File: config.mk
export PLATFORM = sky130hd
export DESIGN_NAME = signed_psum_accumulator
export DESIGN_NICKNAME = d
export VERILOG_FILES = /design/src/rtl/addertree_pkg.sv /design/src/rtl/psum_sat_add.sv /design/src/rtl/signed_psum_accumulator.sv
export SDC_FILE = /design/constraint.sdc
export NUM_CORES = 1
export LEC_CHECK = 0
export BUFFER_PORTS_ARGS = -buffer_cell sky130_fd_sc_hd__buf_2
export CORE_UTILIZATION = 62
export DETAILED_ROUTE_END_ITERATION = 16
export HOLD_SLACK_MARGIN = 0.15
export MAX_ROUTING_LAYER = met4
export PLACE_DENSITY = 0.93
export SLEW_MARGIN = 20
export SYNTH_ARGS = -nofsm -noshare
export SYNTH_HDL_FRONTEND = slang
export SYNTH_SLANG_ARGS = --single-unit
File: constraint.sdc
create_clock -name clk -period 4.65 [get_ports clk]
set_input_delay 0.6975 -clock clk [delete_from_list [all_inputs] [get_ports clk]]
set_output_delay 0.6975 -clock clk [all_outputs]
set_load 0.1 [all_outputs]
File: src/rtl/addertree_pkg.sv
// Shared types and constants for the adder-tree partial-sum accumulator.
package addertree_pkg;

  // Width of the term counter carried alongside each result.
  localparam int unsigned TERM_CNT_W = 16;

  // IDLE: no terms held; ACCUM: at least one term of the current row held.
  typedef enum logic {
    IDLE  = 1'b0,
    ACCUM = 1'b1
  } state_e;

  // Partial-sum width produced by the adder tree for a given operand width.
  function automatic int unsigned PSUM_W(input int unsigned width);
    return width + 3;
  endfunction

endpackage

File: src/rtl/psum_sat_add.sv
// Sign-extending accumulator adder. Wraps by default; clamps to the signed
// ACC_W range and flags overflow when PSUM_ACC_SAT_EN is defined.
module psum_sat_add #(
  parameter int unsigned PSUM_WIDTH = 20,
  parameter int unsigned ACC_W      = 32
) (
  input  logic [ACC_W-1:0]      acc,
  input  logic [PSUM_WIDTH-1:0] psum,
  output logic [ACC_W-1:0]      sum,
  output logic                  ovf
);

  logic [ACC_W-1:0] psum_ext;

  assign psum_ext = {{(ACC_W - PSUM_WIDTH){psum[PSUM_WIDTH-1]}}, psum};

`ifdef PSUM_ACC_SAT_EN
  logic [ACC_W:0] sum_wide;

  // One guard bit; disagreement with the sign bit means the true sum left the range.
  assign sum_wide = {acc[ACC_W-1], acc} + {psum_ext[ACC_W-1], psum_ext};

  // Clamp toward the side the true sum overflowed to.
  always_comb begin
    sum = sum_wide[ACC_W-1:0];
    ovf = 1'b0;
    if (sum_wide[ACC_W] != sum_wide[ACC_W-1]) begin
      ovf = 1'b1;
      sum = sum_wide[ACC_W] ? {1'b1, {(ACC_W-1){1'b0}}} : {1'b0, {(ACC_W-1){1'b1}}};
    end
  end
`else
  assign sum = acc + psum_ext;
  assign ovf = 1'b0;
`endif

endmodule

File: src/rtl/signed_psum_accumulator.sv
// Accumulates signed adder-tree partial sums into dot-product results with a
// one-entry output register and valid/ready handshakes on both sides.
// Optional macro PSUM_ACC_SAT_EN selects saturating accumulation with res_ovf.
module signed_psum_accumulator
  import addertree_pkg::*;
#(
  parameter int unsigned WIDTH = 17,
  parameter int unsigned ACC_W = 32
) (
  input  logic                     clk,
  input  logic                     rst,
  input  logic                     psum_valid,
  output logic                     psum_ready,
  input  logic [PSUM_W(WIDTH)-1:0] psum_data,
  input  logic                     psum_last,
  output logic                     res_valid,
  input  logic                     res_ready,
  output logic [ACC_W-1:0]         res_data,
  output logic [TERM_CNT_W-1:0]    res_terms,
  output logic                     res_ovf
);

  state_e                state_q, state_d;
  logic [ACC_W-1:0]      acc_q, acc_d;
  logic [TERM_CNT_W-1:0] cnt_q, cnt_d;
  logic                  row_ovf_q, row_ovf_d;
  logic                  res_valid_q, res_valid_d;
  logic [ACC_W-1:0]      res_data_q, res_data_d;
  logic [TERM_CNT_W-1:0] res_terms_q, res_terms_d;
  logic                  res_ovf_q, res_ovf_d;

  logic                  accept;
  logic [ACC_W-1:0]      add_in;
  logic [ACC_W-1:0]      add_sum;
  logic                  add_ovf;
  logic [TERM_CNT_W-1:0] cnt_inc;

  assign psum_ready = !res_valid_q || res_ready;
  assign accept     = psum_valid && psum_ready;

  // A fresh row starts from zero regardless of the accumulator contents.
  assign add_in  = (state_q == IDLE) ? '0 : acc_q;
  assign cnt_inc = (cnt_q == '1) ? cnt_q : cnt_q + TERM_CNT_W'(1);

  psum_sat_add #(
    .PSUM_WIDTH(PSUM_W(WIDTH)),
    .ACC_W     (ACC_W)
  ) u_add (
    .acc (add_in),
    .psum(psum_data),
    .sum (add_sum),
    .ovf (add_ovf)
  );

  // Next-state: accumulate, close a row into the output register, drain.
  always_comb begin
    state_d     = state_q;
    acc_d       = acc_q;
    cnt_d       = cnt_q;
    row_ovf_d   = row_ovf_q;
    res_valid_d = res_valid_q;
    res_data_d  = res_data_q;
    res_terms_d = res_terms_q;
    res_ovf_d   = res_ovf_q;

    if (res_valid_q && res_ready) begin
      res_valid_d = 1'b0;
    end

    if (accept) begin
      if (psum_last) begin
        res_valid_d = 1'b1;
        res_data_d  = add_sum;
        res_terms_d = cnt_inc;
        res_ovf_d   = row_ovf_q | add_ovf;
        acc_d       = '0;
        cnt_d       = '0;
        row_ovf_d   = 1'b0;
        state_d     = IDLE;
      end else begin
        acc_d     = add_sum;
        cnt_d     = cnt_inc;
        row_ovf_d = row_ovf_q | add_ovf;
        state_d   = ACCUM;
      end
    end
  end

  // State and output registers with synchronous reset.
  always_ff @(posedge clk) begin
    if (rst) begin
      state_q     <= IDLE;
      acc_q       <= '0;
      cnt_q       <= '0;
      row_ovf_q   <= 1'b0;
      res_valid_q <= 1'b0;
      res_data_q  <= '0;
      res_terms_q <= '0;
      res_ovf_q   <= 1'b0;
    end else begin
      state_q     <= state_d;
      acc_q       <= acc_d;
      cnt_q       <= cnt_d;
      row_ovf_q   <= row_ovf_d;
      res_valid_q <= res_valid_d;
      res_data_q  <= res_data_d;
      res_terms_q <= res_terms_d;
      res_ovf_q   <= res_ovf_d;
    end
  end

  assign res_valid = res_valid_q;
  assign res_data  = res_data_q;
  assign res_terms = res_terms_q;
  assign res_ovf   = res_ovf_q;

endmodule

==> flow_summary.ini, run 1 <==
[clocking]
clock-root-buffer = clkbuf_8
clk_latency_ps = 380
cts_tree = done
cts_htree_levels = 3
clockBufferDepth = 2
cts_buffers = 9
clock-sinks = 98
postCtsSetupBuffers = 0
clk_pin_slew_ps = 100
ctsResizeCount = 0
hold_buffers = 0

[drt]
vias = 5085
antenna_left = 0
route.final.wire_length_um = 13700
drt_pass1_iterations = 5
drc = 0
wire_per_inst_um = 17.1
viasPerCell = 6.34
drt_iter0_markers = 291

[placed_design]
io_buffers = 74
pre_cts_slack_ps = 1370
place_area_um2 = 5830
dpl.hpwl_um = 9740
routabilityCongestion = 0.979

[timing]
fmaxAchievable_mhz = 295
report.final.slew_viol_count = 0
final_hold_viol_count = 0
rsz0062_at_grt = false
tightest_slew_ps = 960
final.setup.tns_ps = 0
slew_headroom = 0.359
period_share = 0.729
setup_violations = 0
fin_ws_ps = 1260
fin_skew_ps = 11.7
fin_crit_ps = 3390

[synthesis]
yosysWarnings = 0
synth.avg_cell_area_um2 = 8.47
netlist_area_um2 = 5470
synth.area.top_cells = dfxtp_1 (36%), a22o_1 (7.5%), ha_1 (7.3%)
synth_ff_type = dfxtp_1
synth-edff-count = 0
synth_top_cell_by_area = dfxtp_1
seq_area_frac_synth = 0.359
syn_inst = 646
ys_ff_latch = 98
ys_async_sr_fraction = 0
yosysTopAreaCellShare = 0.359
yosys.cell_types.count = 61
syn_nets = 704

[run]
maxCapViolations = 0

[final_layout]
final_common_cell = dfxtp_1
design_area_um2 = 6050
drive_above_1_share = 0.161
fillers = 652
fin_nets = 751
syn_to_final_growth_pct = 10.6
n_antenna_cell = 0
final_cell_mix = dfxtp_1 (98), buf_2 (74), a21oi_1 (57), nand2_1 (50), nor2_1 (48)

[global_routing]
track_usage = 0.321
antenna_found_initial = 0
grt_pass1_vias = 4824
grt_max_degree = 34
grt_overflow = 0
grt_pass1_wl_um = 22500

[run_status]
status = finished, final reports clean

[setup_path]
crit_path_end_kind = flip-flop
crit_arrival_ps = 3660
cp.required_ps = 4920
rr_worst_depth = 11
worstSetupPathType = flip-flop to flip-flop
start_kind = flip-flop
critPathMaxFanout = 33

[floorplanning]
start_util = 0.653
die_h_um = 95.9
die_w_um = 95.9
row_count = 33
ios = 76
die_area_um2 = 9200
coreArea_um2 = 8380

[worst_hold_path]
holdCritPathClass = flip-flop to flip-flop
whs_path_depth = 2

[power]
power_leakage_nw = 2.66
power_density_nw_per_um2 = 303
ir_drop_mv = 0.219
[per-layer routing]
metal	vias to the layer above	GRT usage	wire length, um
met5	-	-	0
met4	0	0.114	287
met3	36	0.0482	951
met2	211	0.536	6680
met1	2422	0.396	5820
li1	2416	-	-
[flip-flops by register name, summed over array words and instances, names as in the netlist]
name / flops
acc_q: 32
cnt_q: 16
res_data: 32
res_terms: 16
res_valid: 1
state_q: 1
[per-stage QoR]
step                 util  power [mW]  std cells  hold WS [ps]
floorplan               -        1.18        646           417
global placement    0.696        1.24        787           429
detailed placement  0.696        1.25        787           441
CTS                 0.721        1.83        802           460
global route        0.722        1.89        802           474
finish              0.722        1.83        802           462
[final cells by class]
type	instances	area [um2]	area share
multi-input combinational	496	3310	0.547
sequential	98	1960	0.324
timing repair buffer	77	393	0.0649
clock buffer	12	165	0.0273
tap	105	131	0.0217
clock inverter	3	46.3	0.00765
inverter	11	41.3	0.00683
[kinds of logic (layout without fill, tap and decap cells)]
family / count (synthesis) / after routing / synth area share
fa+ha+maj: 33 / 33 / 0.0769
buf+inv: 52 / 103 / 0.0400
compound gates: 219 / 219 / 0.274
simple gates: 199 / 199 / 0.178
xor+xnor: 41 / 41 / 0.0656
flops: 98 / 98 / 0.359
mux: 3 / 3 / 0.00572
other cells: 1 / 1 / 0.000686
[final timing paths]
path	start	end	slack [ps]
min	res_terms[0]	res_terms[0]	460
max	state_q	acc_q[20]	1260
min reg2reg	res_terms[0]	res_terms[0]	460
max reg2reg	state_q	acc_q[20]	1260
[worst max-delay path, stage by stage (launching register included)]
cell	delay, ps
dfxtp_1	640
and2_1	310
ha_1	210
fa_1	410
a21oi_1	190
o211ai_1	170
a31o_2	280
a21oi_1	240
o21ai_1	170
a31oi_1	320
xnor2_1	140
a22o_1	210
[power breakdown]
part | switching (mW) | internal (mW) | total [mW]
Clock | 0.307 | 0.292 | 0.599
Combinational | 0.258 | 0.0861 | 0.344
Sequential | 0.0215 | 0.869 | 0.891
Total | 0.587 | 1.25 | 1.83
[synth_stat cells (all sizes together) (3+ instances only)]
cell / number
and3: 6
buf: 12
nand4: 9
xnor2: 19
or3: 7
nand2: 51
a21o: 12
nand3: 16
and2: 34
o21ai: 52
a22oi: 11
dfxtp: 98
a22o: 47
a311oi: 3
nor3: 9
a21oi: 59
or2: 5
a31oi: 7
o21bai: 5
o31ai: 6
xor2: 22
clkbuf: 29
nor2b: 5
inv: 11
ha: 32
nor2: 51
(Power assumes the default switching activity.)
==> run 2: changes to the inputs <==
--- a/config.mk
+++ b/config.mk
@@ -5,12 +5,13 @@
 export SDC_FILE = /design/constraint.sdc
 export NUM_CORES = 1
 export LEC_CHECK = 0
+export ABC_AREA = 1
 export BUFFER_PORTS_ARGS = -buffer_cell sky130_fd_sc_hd__buf_2
-export CORE_UTILIZATION = 62
+export CORE_UTILIZATION = 59
 export DETAILED_ROUTE_END_ITERATION = 16
 export HOLD_SLACK_MARGIN = 0.15
 export MAX_ROUTING_LAYER = met4
-export PLACE_DENSITY = 0.93
+export PLACE_DENSITY = 0.89
 export SLEW_MARGIN = 20
 export SYNTH_ARGS = -nofsm -noshare
 export SYNTH_HDL_FRONTEND = slang
==> constraint.sdc (replaced) <==
create_clock -name clk -period 3.25 [get_ports clk]
set_input_delay 0.4875 -clock clk [delete_from_list [all_inputs] [get_ports clk]]
set_output_delay 0.4875 -clock clk [all_outputs]
set_load 0.1 [all_outputs]
==> run 2 against run 1 <==
- clock power grew 34%
- sequential share of layout area shrank 4.4 points
- synthesized area grew 16%
- global-route usage shrank 0.93 points
- non-clock buffer count grew 3
- fmax grew 38%
- clock-buffer cell count shrank 2
- register-to-register slack lost 470 ps
- combinational power grew 53%
- via count grew 24%
- largest cell class unchanged
- first-iteration DRC count grew 21%
==> flow_summary.ini, run 2 <==
[synthesis]
synth_compound_area_frac = 0.106
synthAdderAreaFrac = 0.0662
ys_async_sr_fraction = 0
ys_ff_latch = 98
yosysWarnings = 0
synth_ff_type = dfxtp_1
netlist_area_um2 = 6350
synth_common_cells = nand2_1 (402), inv_1 (157), dfxtp_1 (98)
synth.area.top_cells = dfxtp_1 (31%), nand2_1 (24%), inv_1 (9.3%)
yosys.cell_types.count = 35
synth-edff-count = 0
synthSimpleGateAreaFrac = 0.362
synth_xor_area_frac = 0.0345
synthMuxAreaShare = 0
synth_top_cell_by_area = dfxtp_1
synth_top_family_by_area = simple AND/OR/NAND/NOR gates
syn_inst = 1015
synth.avg_cell_area_um2 = 6.26
synth_most_common_cell = nand2_1
yosysTopAreaCellShare = 0.309
syn_nets = 1073
seq_area_frac_synth = 0.309

[setup_path]
crit_arrival_ps = 2780
r2r_slack_ps = 790
start_kind = flip-flop
r2r-end = acc_q[12]
cp-startpoint = state_q
critPathMaxStageDelay_ps = 450
r2r_start = state_q
crit_path_end_kind = flip-flop
endpoint = acc_q[12]
path_common_cell = nand3_1
rr_worst_depth = 12
critical-path-slowest-cell = fa_1
cp_cell_sequence = buf_4, nand2_1, inv_1, ha_1, fa_1, nand3_1, nand3_1, nand3_1, nand3_1, xor2_1, nand2_1, a21oi_1
critPathMaxFanout = 33
worstSetupPathType = flip-flop to flip-flop
cp.required_ps = 3580

[clocking]
clock-root-buffer = clkbuf_8
clk_latency_ps = 400
clock-sinks = 98
cts_htree_levels = 3
clockBufferDepth = 2
clk_pin_slew_ps = 100
hold_buffers = 0
ctsResizeCount = 0
cts_tree = done
postCtsSetupBuffers = 0
cts_buffers = 9

[timing]
final_hold_viol_count = 0
report.final.slew_viol_count = 0
holdWs_ps = 446
fin_skew_ps = 12.8
final.setup.tns_ps = 0
tightest_slew_ps = 893
fin_crit_ps = 2460
fmaxAchievable_mhz = 407
period_share = 0.756
setup_violations = 0
slew_headroom = 0.404
rsz0062_at_grt = false

[global_routing]
grt_pass1_vias = 6196
grt_overflow = 0
track_usage = 0.312
grt_pass1_wl_um = 27200
antenna_found_initial = 0
grt_max_degree = 49

[drt]
drt_pass1_iterations = 5
viasPerCell = 5.19
vias = 6321
antenna_left = 0
drc = 0
route.final.wire_length_um = 15900
drt_iter0_markers = 351
wire_per_inst_um = 13.0

[final_layout]
final_common_cell = nand2_1
syn_to_final_growth_pct = 10.0
utilization = 0.674
fin_nets = 1134
drive_above_1_share = 0.115
design_area_um2 = 6990
n_antenna_cell = 0
final_cell_mix = nand2_1 (402), inv_1 (157), dfxtp_1 (98), buf_2 (74), a21oi_1 (67)
fillers = 946

[placed_design]
routabilityCongestion = 1.01
place_area_um2 = 6800
dpl.hpwl_um = 11800
io_buffers = 74

[power]
p_int_mw = 1.72
p_switching_mw = 0.877
p_sw_frac = 0.338
p_seq_frac = 0.488
power_leakage_nw = 3.93
power_density_nw_per_um2 = 372
pwr-share-comb = 0.203
clkPwrFrac = 0.309
ir_drop_mv = 0.302

[floorplanning]
coreArea_um2 = 10400
die_h_um = 106
die_area_um2 = 11200
die_w_um = 106
ios = 76
row_count = 37
start_util = 0.612

[worst_hold_path]
hp-start = psum_last
holdCritPathClass = primary input to flip-flop

[run]
maxCapViolations = 0

[run_status]
status = finished, final reports clean
[run 2: kinds of logic (layout without fill, tap and decap cells)]
family	count (synthesis)	count (layout)
fa+ha+maj	33	33
other cells	1	1
buf+inv	193	259
flops	98	98
xor+xnor	25	25
compound gates	109	109
simple gates	556	556
[run 2: worst min path at each step]
stage                              end  slack (ps)  depth (start not counted)
after floorplan               acc_q[0]         440                          2
after global placement    res_data[17]         430                          2
after detailed placement  res_data[25]         440                          2
after CTS                     cnt_q[0]         430                          4
after global routing          cnt_q[1]         450                          4
final                         cnt_q[0]         450                          4
[run 2: final cells by class]
type | instances | area, um2 | share of cell area
Clock buffer | 10 | 128 | 0.0183
Clock inverter | 6 | 65.1 | 0.00931
Inverter | 163 | 612 | 0.0876
Multi-Input combinational cell | 724 | 3620 | 0.519
Sequential cell | 98 | 1960 | 0.281
Tap cell | 136 | 170 | 0.0244
Timing Repair Buffer | 80 | 428 | 0.0612
[run 2: metrics by stage]
stage / setup WS, ps / std cells / power [mW]
CTS: 826 / 1217 / 2.61
floorplan: 303 / 1015 / 1.71
finish: 793 / 1217 / 2.60
global route: 595 / 1217 / 2.71
global placement: 946 / 1201 / 1.81
detailed placement: 846 / 1201 / 1.82
[run 2: power groups by stage]
stage                     registers, mW  clock network [mW]  logic (mW)
after global routing               1.27               0.871       0.570
after detailed placement           1.29                   0       0.525
after CTS                          1.27               0.821       0.526
after global placement             1.29                   0       0.517
after floorplan                    1.46                   0       0.243
final                              1.27               0.801       0.528
[run 2: worst max-delay path, delay by kind of cell (launching register included)]
kind / cells / cell delay [ps]
AOI/OAI and AO/OA: 1 / 170
DFF: 1 / 310
adders and majority gates: 2 / 660
and+or+nand+nor: 6 / 710
buffers and inverters: 2 / 290
xor gates and xnor gates: 1 / 240
[run 2: metal layers]
layer / up-vias / share of wire / track usage
li1: 3259 / - / -
met1: 2801 / 0.44 / 0.359
met2: 221 / 0.47 / 0.525
met3: 40 / 0.066 / 0.0674
met4: 0 / 0.026 / 0.133
met5: - / 0 / -
